--- src/rtl/trng_health_pkg.sv ---
// Shared types and constants for the TRNG online health monitor.
// State encoding matches the wrapper_state field it drives.
package trng_health_pkg;

    typedef enum logic [1:0] {
        IDLE    = 2'b00,
        STARTUP = 2'b01,
        RUN     = 2'b10,
        ALARM   = 2'b11
    } hm_state_e;

    localparam int RCT_CUTOFF_DEF   = 16;
    localparam int APT_WINDOW_DEF   = 64;
    localparam int APT_CUTOFF_DEF   = 48;
    localparam int STARTUP_BITS_DEF = 64;

    // Bits needed to hold any count from 0 up to max_val inclusive.
    function automatic int cnt_width(input int max_val);
        return (max_val < 2) ? 1 : $clog2(max_val + 1);
    endfunction

endpackage

--- src/rtl/trng_apt_window.sv ---
// Adaptive proportion test: per-window reference bit and match counter.
// fail is combinational on the bit being accepted this cycle.
module trng_apt_window
    import trng_health_pkg::*;
#(
    parameter int APT_WINDOW = APT_WINDOW_DEF,
    parameter int APT_CUTOFF = APT_CUTOFF_DEF
) (
    input  logic clk,
    input  logic rst_n,
    input  logic clear,
    input  logic valid,
    input  logic in_bit,
    output logic fail
);

    localparam int IW = $clog2(APT_WINDOW);
    localparam int MW = cnt_width(APT_WINDOW);
    localparam logic [IW-1:0] IDX_LAST = IW'(APT_WINDOW - 1);
    localparam logic [MW-1:0] M_MAX    = MW'(APT_WINDOW);
    localparam logic [MW-1:0] M_CUT    = MW'(APT_CUTOFF);

    logic [IW-1:0] idx_q;
    logic [MW-1:0] match_q;
    logic [MW-1:0] match_upd;
    logic          ref_q;
    logic          first;

    // Updated match count for the bit presented this cycle.
    always_comb begin
        first     = (idx_q == '0);
        match_upd = match_q;
        if (first) begin
            match_upd = MW'(1);
        end else if (in_bit == ref_q && match_q != M_MAX) begin
            match_upd = match_q + 1'b1;
        end
        fail = valid && (match_upd == M_CUT);
    end

    // Window index, reference bit and match counter registers.
    always_ff @(posedge clk or negedge rst_n) begin
        if (!rst_n) begin
            idx_q   <= '0;
            match_q <= '0;
            ref_q   <= 1'b0;
        end else if (clear) begin
            idx_q   <= '0;
            match_q <= '0;
            ref_q   <= 1'b0;
        end else if (valid) begin
            idx_q   <= (idx_q == IDX_LAST) ? '0 : idx_q + 1'b1;
            match_q <= match_upd;
            if (first) begin
                ref_q <= in_bit;
            end
        end
    end

endmodule

--- src/rtl/trng_health_monitor.sv ---
// Online entropy health monitor: repetition count and adaptive proportion
// tests gate forwarding of unbiased bits; failures latch a sticky alarm.
module trng_health_monitor
    import trng_health_pkg::*;
#(
    parameter int RCT_CUTOFF   = RCT_CUTOFF_DEF,
    parameter int APT_WINDOW   = APT_WINDOW_DEF,
    parameter int APT_CUTOFF   = APT_CUTOFF_DEF,
    parameter int STARTUP_BITS = STARTUP_BITS_DEF
) (
    input  logic       clk,
    input  logic       rst_n,
    input  logic       bist_en,
    input  logic       clr_alarm,
    input  logic       in_valid,
    input  logic       in_bit,
    output logic       out_valid,
    output logic       out_bit,
    output logic       rct_fail,
    output logic       apt_fail,
    output logic [1:0] state
);

    localparam int RW = cnt_width(RCT_CUTOFF);
    localparam int SW = cnt_width(STARTUP_BITS);
    localparam logic [RW-1:0] RCT_MAX = RW'(RCT_CUTOFF);
    localparam logic [SW-1:0] SU_LAST = SW'(STARTUP_BITS - 1);

    hm_state_e cur, nxt;

    logic [RW-1:0] run_q;
    logic [RW-1:0] run_upd;
    logic          last_q;
    logic          have_last_q;
    logic [SW-1:0] su_q;

    logic testing;
    logic clear;
    logic rct_now;
    logic apt_now;
    logic any_fail;

    logic out_valid_d;
    logic out_bit_d;
    logic rct_d;
    logic apt_d;

    // A bit is tested only in STARTUP/RUN when no override is active.
    always_comb begin
        testing = in_valid && bist_en && !clr_alarm
                  && (cur == STARTUP || cur == RUN);
        clear   = !bist_en || cur == IDLE
                  || (clr_alarm && cur != IDLE);
        run_upd = RW'(1);
        if (have_last_q && in_bit == last_q) begin
            run_upd = (run_q == RCT_MAX) ? run_q : run_q + 1'b1;
        end
        rct_now  = testing && (run_upd == RCT_MAX);
        any_fail = rct_now || apt_now;
    end

    trng_apt_window #(
        .APT_WINDOW(APT_WINDOW),
        .APT_CUTOFF(APT_CUTOFF)
    ) u_apt (
        .clk   (clk),
        .rst_n (rst_n),
        .clear (clear),
        .valid (testing),
        .in_bit(in_bit),
        .fail  (apt_now)
    );

    // Repetition count and startup bit counters.
    always_ff @(posedge clk or negedge rst_n) begin
        if (!rst_n) begin
            run_q       <= '0;
            last_q      <= 1'b0;
            have_last_q <= 1'b0;
            su_q        <= '0;
        end else if (clear) begin
            run_q       <= '0;
            last_q      <= 1'b0;
            have_last_q <= 1'b0;
            su_q        <= '0;
        end else if (testing) begin
            run_q       <= run_upd;
            last_q      <= in_bit;
            have_last_q <= 1'b1;
            if (cur == STARTUP && !any_fail) begin
                su_q <= su_q + 1'b1;
            end
        end
    end

    // State and registered output updates.
    always_ff @(posedge clk or negedge rst_n) begin
        if (!rst_n) begin
            cur       <= IDLE;
            out_valid <= 1'b0;
            out_bit   <= 1'b0;
            rct_fail  <= 1'b0;
            apt_fail  <= 1'b0;
        end else begin
            cur       <= nxt;
            out_valid <= out_valid_d;
            out_bit   <= out_bit_d;
            rct_fail  <= rct_d;
            apt_fail  <= apt_d;
        end
    end

    // Next state, forwarding decision and sticky flag updates.
    always_comb begin
        nxt         = cur;
        out_valid_d = 1'b0;
        out_bit_d   = out_bit;
        rct_d       = rct_fail;
        apt_d       = apt_fail;
        unique case (cur)
            IDLE: begin
                out_valid_d = in_valid;
                out_bit_d   = in_bit;
                rct_d       = 1'b0;
                apt_d       = 1'b0;
                if (bist_en) begin
                    nxt = STARTUP;
                end
            end
            STARTUP, RUN, ALARM: begin
                if (!bist_en) begin
                    nxt   = IDLE;
                    rct_d = 1'b0;
                    apt_d = 1'b0;
                end else if (clr_alarm) begin
                    nxt   = STARTUP;
                    rct_d = 1'b0;
                    apt_d = 1'b0;
                end else if (any_fail) begin
                    nxt   = ALARM;
                    rct_d = rct_fail | rct_now;
                    apt_d = apt_fail | apt_now;
                end else if (testing) begin
                    if (cur == STARTUP && su_q == SU_LAST) begin
                        nxt = RUN;
                    end
                    if (cur == RUN) begin
                        out_valid_d = 1'b1;
                        out_bit_d   = in_bit;
                    end
                end
            end
            default: nxt = IDLE;
        endcase
    end

    assign state = cur;

endmodule
--- config.mk ---
export PLATFORM = sky130hd
export DESIGN_NAME = trng_health_monitor
export DESIGN_NICKNAME = d
export VERILOG_FILES = /design/src/rtl/trng_health_pkg.sv /design/src/rtl/trng_apt_window.sv /design/src/rtl/trng_health_monitor.sv
export SDC_FILE = /design/constraint.sdc
export NUM_CORES = 1
export LEC_CHECK = 0
export CAP_MARGIN = 25
export CORE_ASPECT_RATIO = 0.8
export CORE_MARGIN = 2
export CORE_UTILIZATION = 40
export CTS_CLUSTER_SIZE = 28
export DETAILED_ROUTE_END_ITERATION = 12
export PLACE_DENSITY = 0.66
export SLEW_MARGIN = 0
export SYNTH_ARGS = -nofsm -noshare
export SYNTH_HDL_FRONTEND = slang
export SYNTH_HIERARCHICAL = 1
export SYNTH_SLANG_ARGS = --single-unit
export TNS_END_PERCENT = 30
--- constraint.sdc ---
create_clock -name clk -period 3 [get_ports clk]
set_input_delay 0.3 -clock clk [delete_from_list [all_inputs] [get_ports clk]]
set_output_delay 0.3 -clock clk [all_outputs]
set_load 0.05 [all_outputs]
Word-level counts from Yosys, hierarchy flattened
Cells that the tools add are included.
{ "totals": {"wordCells": 114, "regBits": 34, "input_bits": 6, "output_inout_bits": 6} }
{ "classes": {"eq_ne": 20, "n_bitwise": 2, "n_addsub": 4, "muxes": 48, "reduce_logical": 28} }
{ "op_table": {"columns": ["op", "count"], "rows": [
  ["$mux W7", 7],
  ["$mux W1", 23],
  ["$mux W5", 4],
  ["$mux W6", 3],
  ["$add A7 B1 Y7 const B", 2],
  ["$eq A7 B6 Y1 const B", 2],
  ["$mux W2", 6],
  ["$eq A5 B5 Y1 const B", 2],
  ["$logic_and A1 B1 Y1", 10],
  ["$ne A2 B2 Y1 const B", 5],
  ["$pmux W1 S2", 4],
  ["$reduce_bool A2 Y1", 4],
  ["$ne A7 B7 Y1 const B", 1],
  ["$add A6 B1 Y6 const B", 1],
  ["$eq A6 B6 Y1 const B", 1],
  ["$logic_not A6 Y1", 1],
  ["$add A5 B1 Y5 const B", 1],
  ["$ne A5 B4 Y1 const B", 1],
  ["$ne A5 B5 Y1 const B", 1],
  ["$reduce_and A5 Y1", 1],
  ["$eq A2 B2 Y1 const B", 2],
  ["$logic_or A1 B1 Y1", 4],
  ["$ne A4 B4 Y1 const B", 1],
  ["$pmux W2 S2", 1],
  ["other kinds (9)", 14]
]} }

Logic depth before layout (Yosys ltp)
{ "depth": {"depth_word": 12, "mapped_depth": 11, "depth_no_buf": 10} }

By module
The synthesis kept the hierarchy.
{ "modules_own_cells": {"columns": ["mod", "seq_area_each_um2", "area_each_um2", "instances", "cells_per_inst"], "rows": [
  ["trng_health_monitor", 500.5, 1182.4, 1, 130],
  ["trng_apt_window", 350.3, 944.7, 1, 109]
]} }

Worst setup path before layout
Ideal clock, no wire load.
{ "synth_timing": {"path_type": "reg2reg", "start": "reg cur[0], in the netlist state[0]", "end": "reg out_bit", "setup_slack_ps": 94, "setup_ps": 128, "stages_incl_launch_ff": 11, "arrival_time_ps": 2778, "path_buffers": 1, "period_less_slack_ps": 2906, "required_time_ps": 2872, "path_cell_list": "dfrtp_1 inv_1 ha_1 nand4b_1 inv_1 buf_1 nand4_1 nor4_2 nor2_1 a31oi_1 mux2_1"} }
{ "synth_between": {"elab_chain_len": 7, "word_cells_on_any_way": 17, "classes_between": "eq/ne: 8; mux: 1; reduce/logical: 8"} }
{ "synth_rtl": {"columns": ["item", "line", "source"], "rows": [
  ["start, declared", "trng_health_monitor.sv:29", "hm_state_e cur, nxt;"],
  ["start signal, assigned", "trng_health_monitor.sv:105", "cur <= nxt;"],
  ["$eq A2 B1 Y1 or $eq A2 B2 Y1 (tied branches)", "trng_health_monitor.sv:51", "&& (cur == STARTUP || cur == RUN);"],
  ["$logic_or A1 B1 Y1 (*)", "trng_health_monitor.sv:51", null],
  ["$logic_and A1 B1 Y1 (*)", "trng_health_monitor.sv:51", null],
  ["net testing", "trng_health_monitor.sv:37", "logic testing;"],
  ["$logic_and A1 B1 Y1 (*)", "trng_apt_window.sv:38", "fail = valid && (match_upd == M_CUT);"],
  ["net apt_now", "trng_health_monitor.sv:40", "logic apt_now;"],
  ["$logic_or A1 B1 Y1 (*)", "trng_health_monitor.sv:59", "any_fail = rct_now || apt_now;"],
  ["$ne A2 B2 Y1 (no source line) (*)", null, null],
  ["$reduce_and A5 Y1 (no source line) (*)", null, null],
  ["end signal, assigned", "trng_health_monitor.sv:107", "out_bit <= out_bit_d;"],
  ["end, declared", "trng_health_monitor.sv:18", "output logic out_bit,"]
]} }
The timed path passes the listed nets; every way through them passes the cells marked *.
A chain may end at the register's enable or synchronous reset.

Worst setup path in the final report
{ "layout_timing": {"start": "reg u_apt.match_q[0]", "end": "reg su_q[6]"} }
{ "layout_between": {"elab_chain_len": 11, "word_cells_on_any_way": 12, "classes_between": "add/sub: 1; eq/ne: 2; mux: 2; reduce/logical: 7"} }
{ "layout_rtl": {"columns": ["item", "line", "source"], "rows": [
  ["start, declared", "trng_apt_window.sv:24", "logic [MW-1:0] match_q;"],
  ["start signal, assigned", "trng_apt_window.sv:53", "match_q <= match_upd;"],
  ["parallel branches: the longest is 2 deep, another holds $add A7 B1 Y7", null, null],
  ["$mux W7 (*)", "trng_apt_window.sv:35", "end else if (in_bit == ref_q && match_q != M_MAX) begin"],
  ["$mux W7 (*)", "trng_apt_window.sv:33", "if (first) begin"],
  ["$eq A7 B6 Y1 (*)", "trng_apt_window.sv:38", null],
  ["$logic_and A1 B1 Y1 (*)", "trng_apt_window.sv:38", null],
  ["net apt_now", "trng_health_monitor.sv:40", null],
  ["$logic_or A1 B1 Y1 (*)", "trng_health_monitor.sv:59", null],
  ["$logic_not A1 Y1 (*)", "trng_health_monitor.sv:90", "if (cur == STARTUP && !any_fail) begin"],
  ["$logic_and A1 B1 Y1 (*)", "trng_health_monitor.sv:90", null],
  ["$reduce_bool A2 Y1 (no source line) (*)", null, null],
  ["$reduce_and A2 Y1 (no source line) (*)", null, null],
  ["end signal, assigned", "trng_health_monitor.sv:91", "su_q <= su_q + 1'b1;"],
  ["end, declared", "trng_health_monitor.sv:35", "logic [SW-1:0] su_q;"]
]} }
Mark *: on every way through the listed nets, which the timed path passes.

==> key figures <==
Outcome
  • Outcome: finished clean

Pwr
  • Clk network pwr share: 29.8%
  • Total power: 1.22 mW
  • Peak supply drop: 262 uV
  • Reg power frac: 41.4%
  • Leakage: 0.984 nW
  • Comb pwr share: 28.8%
  • Switching Power: 0.433 mW
  • Power Dens Cells: 496 nW/um^2
  • Internal Pwr Total: 0.789 mW
  • Sw Ratio: 35.4%

Critical path
  • Crit path max fanout: 9
  • Critical path class: register to register
  • Arr. time, crit path: 2880 ps
  • CP required: 3220 ps
  • Flop-to-flop setup slack: 340 ps
  • Worst reg-to-reg path cell count: 10
  • Element type at the critical path end: register
  • Slowest stage delay, CP: 440 ps
  • Worst r2r dst: su_q[6]
  • Critical path destination: su_q[6]
  • RR Startpoint: u_apt/match_q[0]
  • Crit path cell chain: inv_1, ha_1, nor4bb_1, a21oi_2, mux2i_1, nor4_2, nor3b_1, o41ai_4, or3_1, a21oi_1
  • Critical Path Start: u_apt/match_q[0]
  • Startpoint types: register
  • Slowest CP cell: nor4bb_1

Clocking
  • Post-CTS Setup Inserts: 0
  • CTS tree: done
  • Htree depth: 2
  • Clock tree sinks: 34
  • PostCTS Resize Cnt: 0
  • TritonCTS buffer count: 5
  • Worst skew pair latency: 290 ps
  • CTS root buf: clkbuf_8
  • Hold-fix buffers at CTS: 0
  • Clock transition at path regs: 70 ps
  • Clk buf depth: 2

Die
  • I/O Pins: 12
  • Die Wd: 85.5 um
  • Starting Density: 42.0%
  • Die height: 69.2 um
  • Core area: 5060 um^2
  • Number of cell rows: 23
  • Die area: 5920 um^2

STA
  • Worst setup margin: 340 ps
  • Post-route clock period utilization: 88.7%
  • Setup_tns: 0 ps
  • Clock Skew: 8.14 ps
  • Least-Margin Pin Slew: 794 ps
  • Fin crit period: 2660 ps
  • Fin Hold WS: 87.4 ps
  • Final setup fails: 0
  • Final hold violation count: 0
  • Max-slew violation count: 0
  • Relative slew slack: 47.1%
  • Max frequency: 376 MHz
  • RSZ-0062 raised after global routing: no

Synthesis
  • Seq/Total Area, Yosys: 40.0%
  • Avg Inst Size Synth: 8.90 um^2
  • Synth Instances: 239
  • Post-synth EDFFs: 0
  • Ys flop type: dfrtp_1
  • #FFs+latches synth: 34
  • Synthesized net count: 255
  • Synth async-reset ratio: 100%
  • Syn. warnings: 6
  • Post-Syn Area: 2130 um^2
  • Unique masters post-synth: 57

Routing
  • Vias per cell: 5.65
  • WL final: 4.71 mm
  • Vias: 1836
  • Wire per inst: 14.5 um
  • DR pass1 iterations: 4
  • 1st-iter DRT viols: 136
  • # DRC: 0
  • Routed Antenna Nets: 0

Finish
  • Area Growth Syn to Fin: 15.9%
  • Final layout net count: 278
  • Diode count: 0
  • Commonest cells after routing, fill and taps aside: dfrtp_1 (34), nand2_1 (25), nor2_1 (20), a21oi_1 (18), inv_1 (14)
  • Most common cell after layout, fill and taps aside: dfrtp_1
  • Post-route insts no fill: 325
  • Layout cell share with drive strength beyond 1: 11.4%

Place
  • Place WS: 263 ps
  • Routability Congestion: 0.885
  • Port Buf Inserts: 11
  • Final HPWL DP: 3.34 mm
  • Cell total after placement: 317

GRT
  • First-pass GRT wire length: 8.20 mm
  • Initial antenna violation count: 0
  • Vias in the first global route: 1687
  • Total Routing Usage GR: 17.2%
  • Largest net degree at the start of global routing: 35
  • GRT overflow: 0

Job
  • Max-cap viol count: 0

Min path
  • Worst Hold Class: primary input to async pin
-- routing by layer --
layer	up-vias	track usage (%)	routed length [um]
met5	-	0	0
met4	0	6.70	70
met3	7	3.33	268
met2	47	23.6	1960
met1	862	26.3	2410
li1	920	-	-
-- state kept, by name, indices dropped and copies added (netlist names), 2 cells and up --
| register | cells |
|---|---|
| su_q | 7 |
| u_apt/match_q | 7 |
| u_apt/idx_q | 6 |
| run_q | 5 |
| state | 2 |
-- cell type report --
cell class	count	area (um^2)
Clock buffer	6	82.6
Tap cell	62	77.6
Multi-Input combinational cell	183	1190
Timing Repair Buffer	23	195
Sequential cell	34	851
Clock inverter	2	12.5
Inverter	15	56.3
Fill cell	473	2600
-- worst max-delay path: cells and delay by family, from the launching register on --
family	cells	cell delay [ps]
simple gates	4	1200
compound gates	3	530
flops	1	390
mux	1	200
fa+ha+maj	1	150
buf+inv	1	100
-- power groups by stage --
stage | clock network, mW | registers [mW] | logic [mW]
final | 0.364 | 0.506 | 0.352
after global routing | 0.395 | 0.509 | 0.380
after CTS | 0.373 | 0.506 | 0.353
after detailed placement | 0 | 0.516 | 0.350
after global placement | 0 | 0.515 | 0.349
after floorplan | 0 | 0.584 | 0.160
-- per-stage QoR --
stage | instance area, um^2 | util, %
floorplan | 2130 | -
global placement | 2370 | 46.8
detailed placement | 2370 | 46.8
CTS | 2470 | 48.7
global route | 2470 | 48.7
finish | 2470 | 48.7
-- worst min-delay path by stage --
stage                from          endpoint  slack, ps  depth (start not counted)
floorplan           rst_n          apt_fail          4                          0
global placement    rst_n  u_apt/match_q[2]        430                          1
detailed placement  rst_n  u_apt/match_q[4]        430                          1
CTS                 rst_n  u_apt/match_q[1]        110                          1
global route        rst_n  u_apt/match_q[1]        160                          1
finish              rst_n          run_q[2]         90                          1
-- cell usage after synthesis (2+ instances only) --
library cell   n  area [um^2]
inv_1         14         52.6
nor3b_1        2         15.0
nor2b_1        2         12.5
o21ai_0       11         55.1
xor2_1         6         52.6
a21oi_1       18         90.1
or2_2          2         12.5
ha_1          10          125
and2_1         2         12.5
nand2_1       25         93.8
nand3_1       13         65.1
nand3b_1       3         22.5
clkbuf_1       3         11.3
or3_1          7         43.8
buf_2          2         10.0
and3_1         3         18.8
dfrtp_1       34          851
xnor2_1        3         26.3
nor4_1         3         18.8
buf_1          2         7.51
nand4_1        9         56.3
a31oi_1        4         25.0
a211oi_1       2         15.0
nor2_1        20         75.1
nor3_1         2         10.0
a2bb2oi_1      2         17.5
o31ai_1        2         15.0
a221oi_1       2         17.5
mux2i_1        3         30.0
-- cells by family after synthesis --
kind of cell,after synthesis,share of synthesized area (%)
AOI/OAI and AO/OA,54,17.2
xor gates and xnor gates,9,3.71
adders and majority gates,10,5.88
buffers and inverters,22,4.00
DFF,34,40.0
muxes,4,1.94
and+or+nand+nor,106,27.3
(Power assumes the default switching activity.)
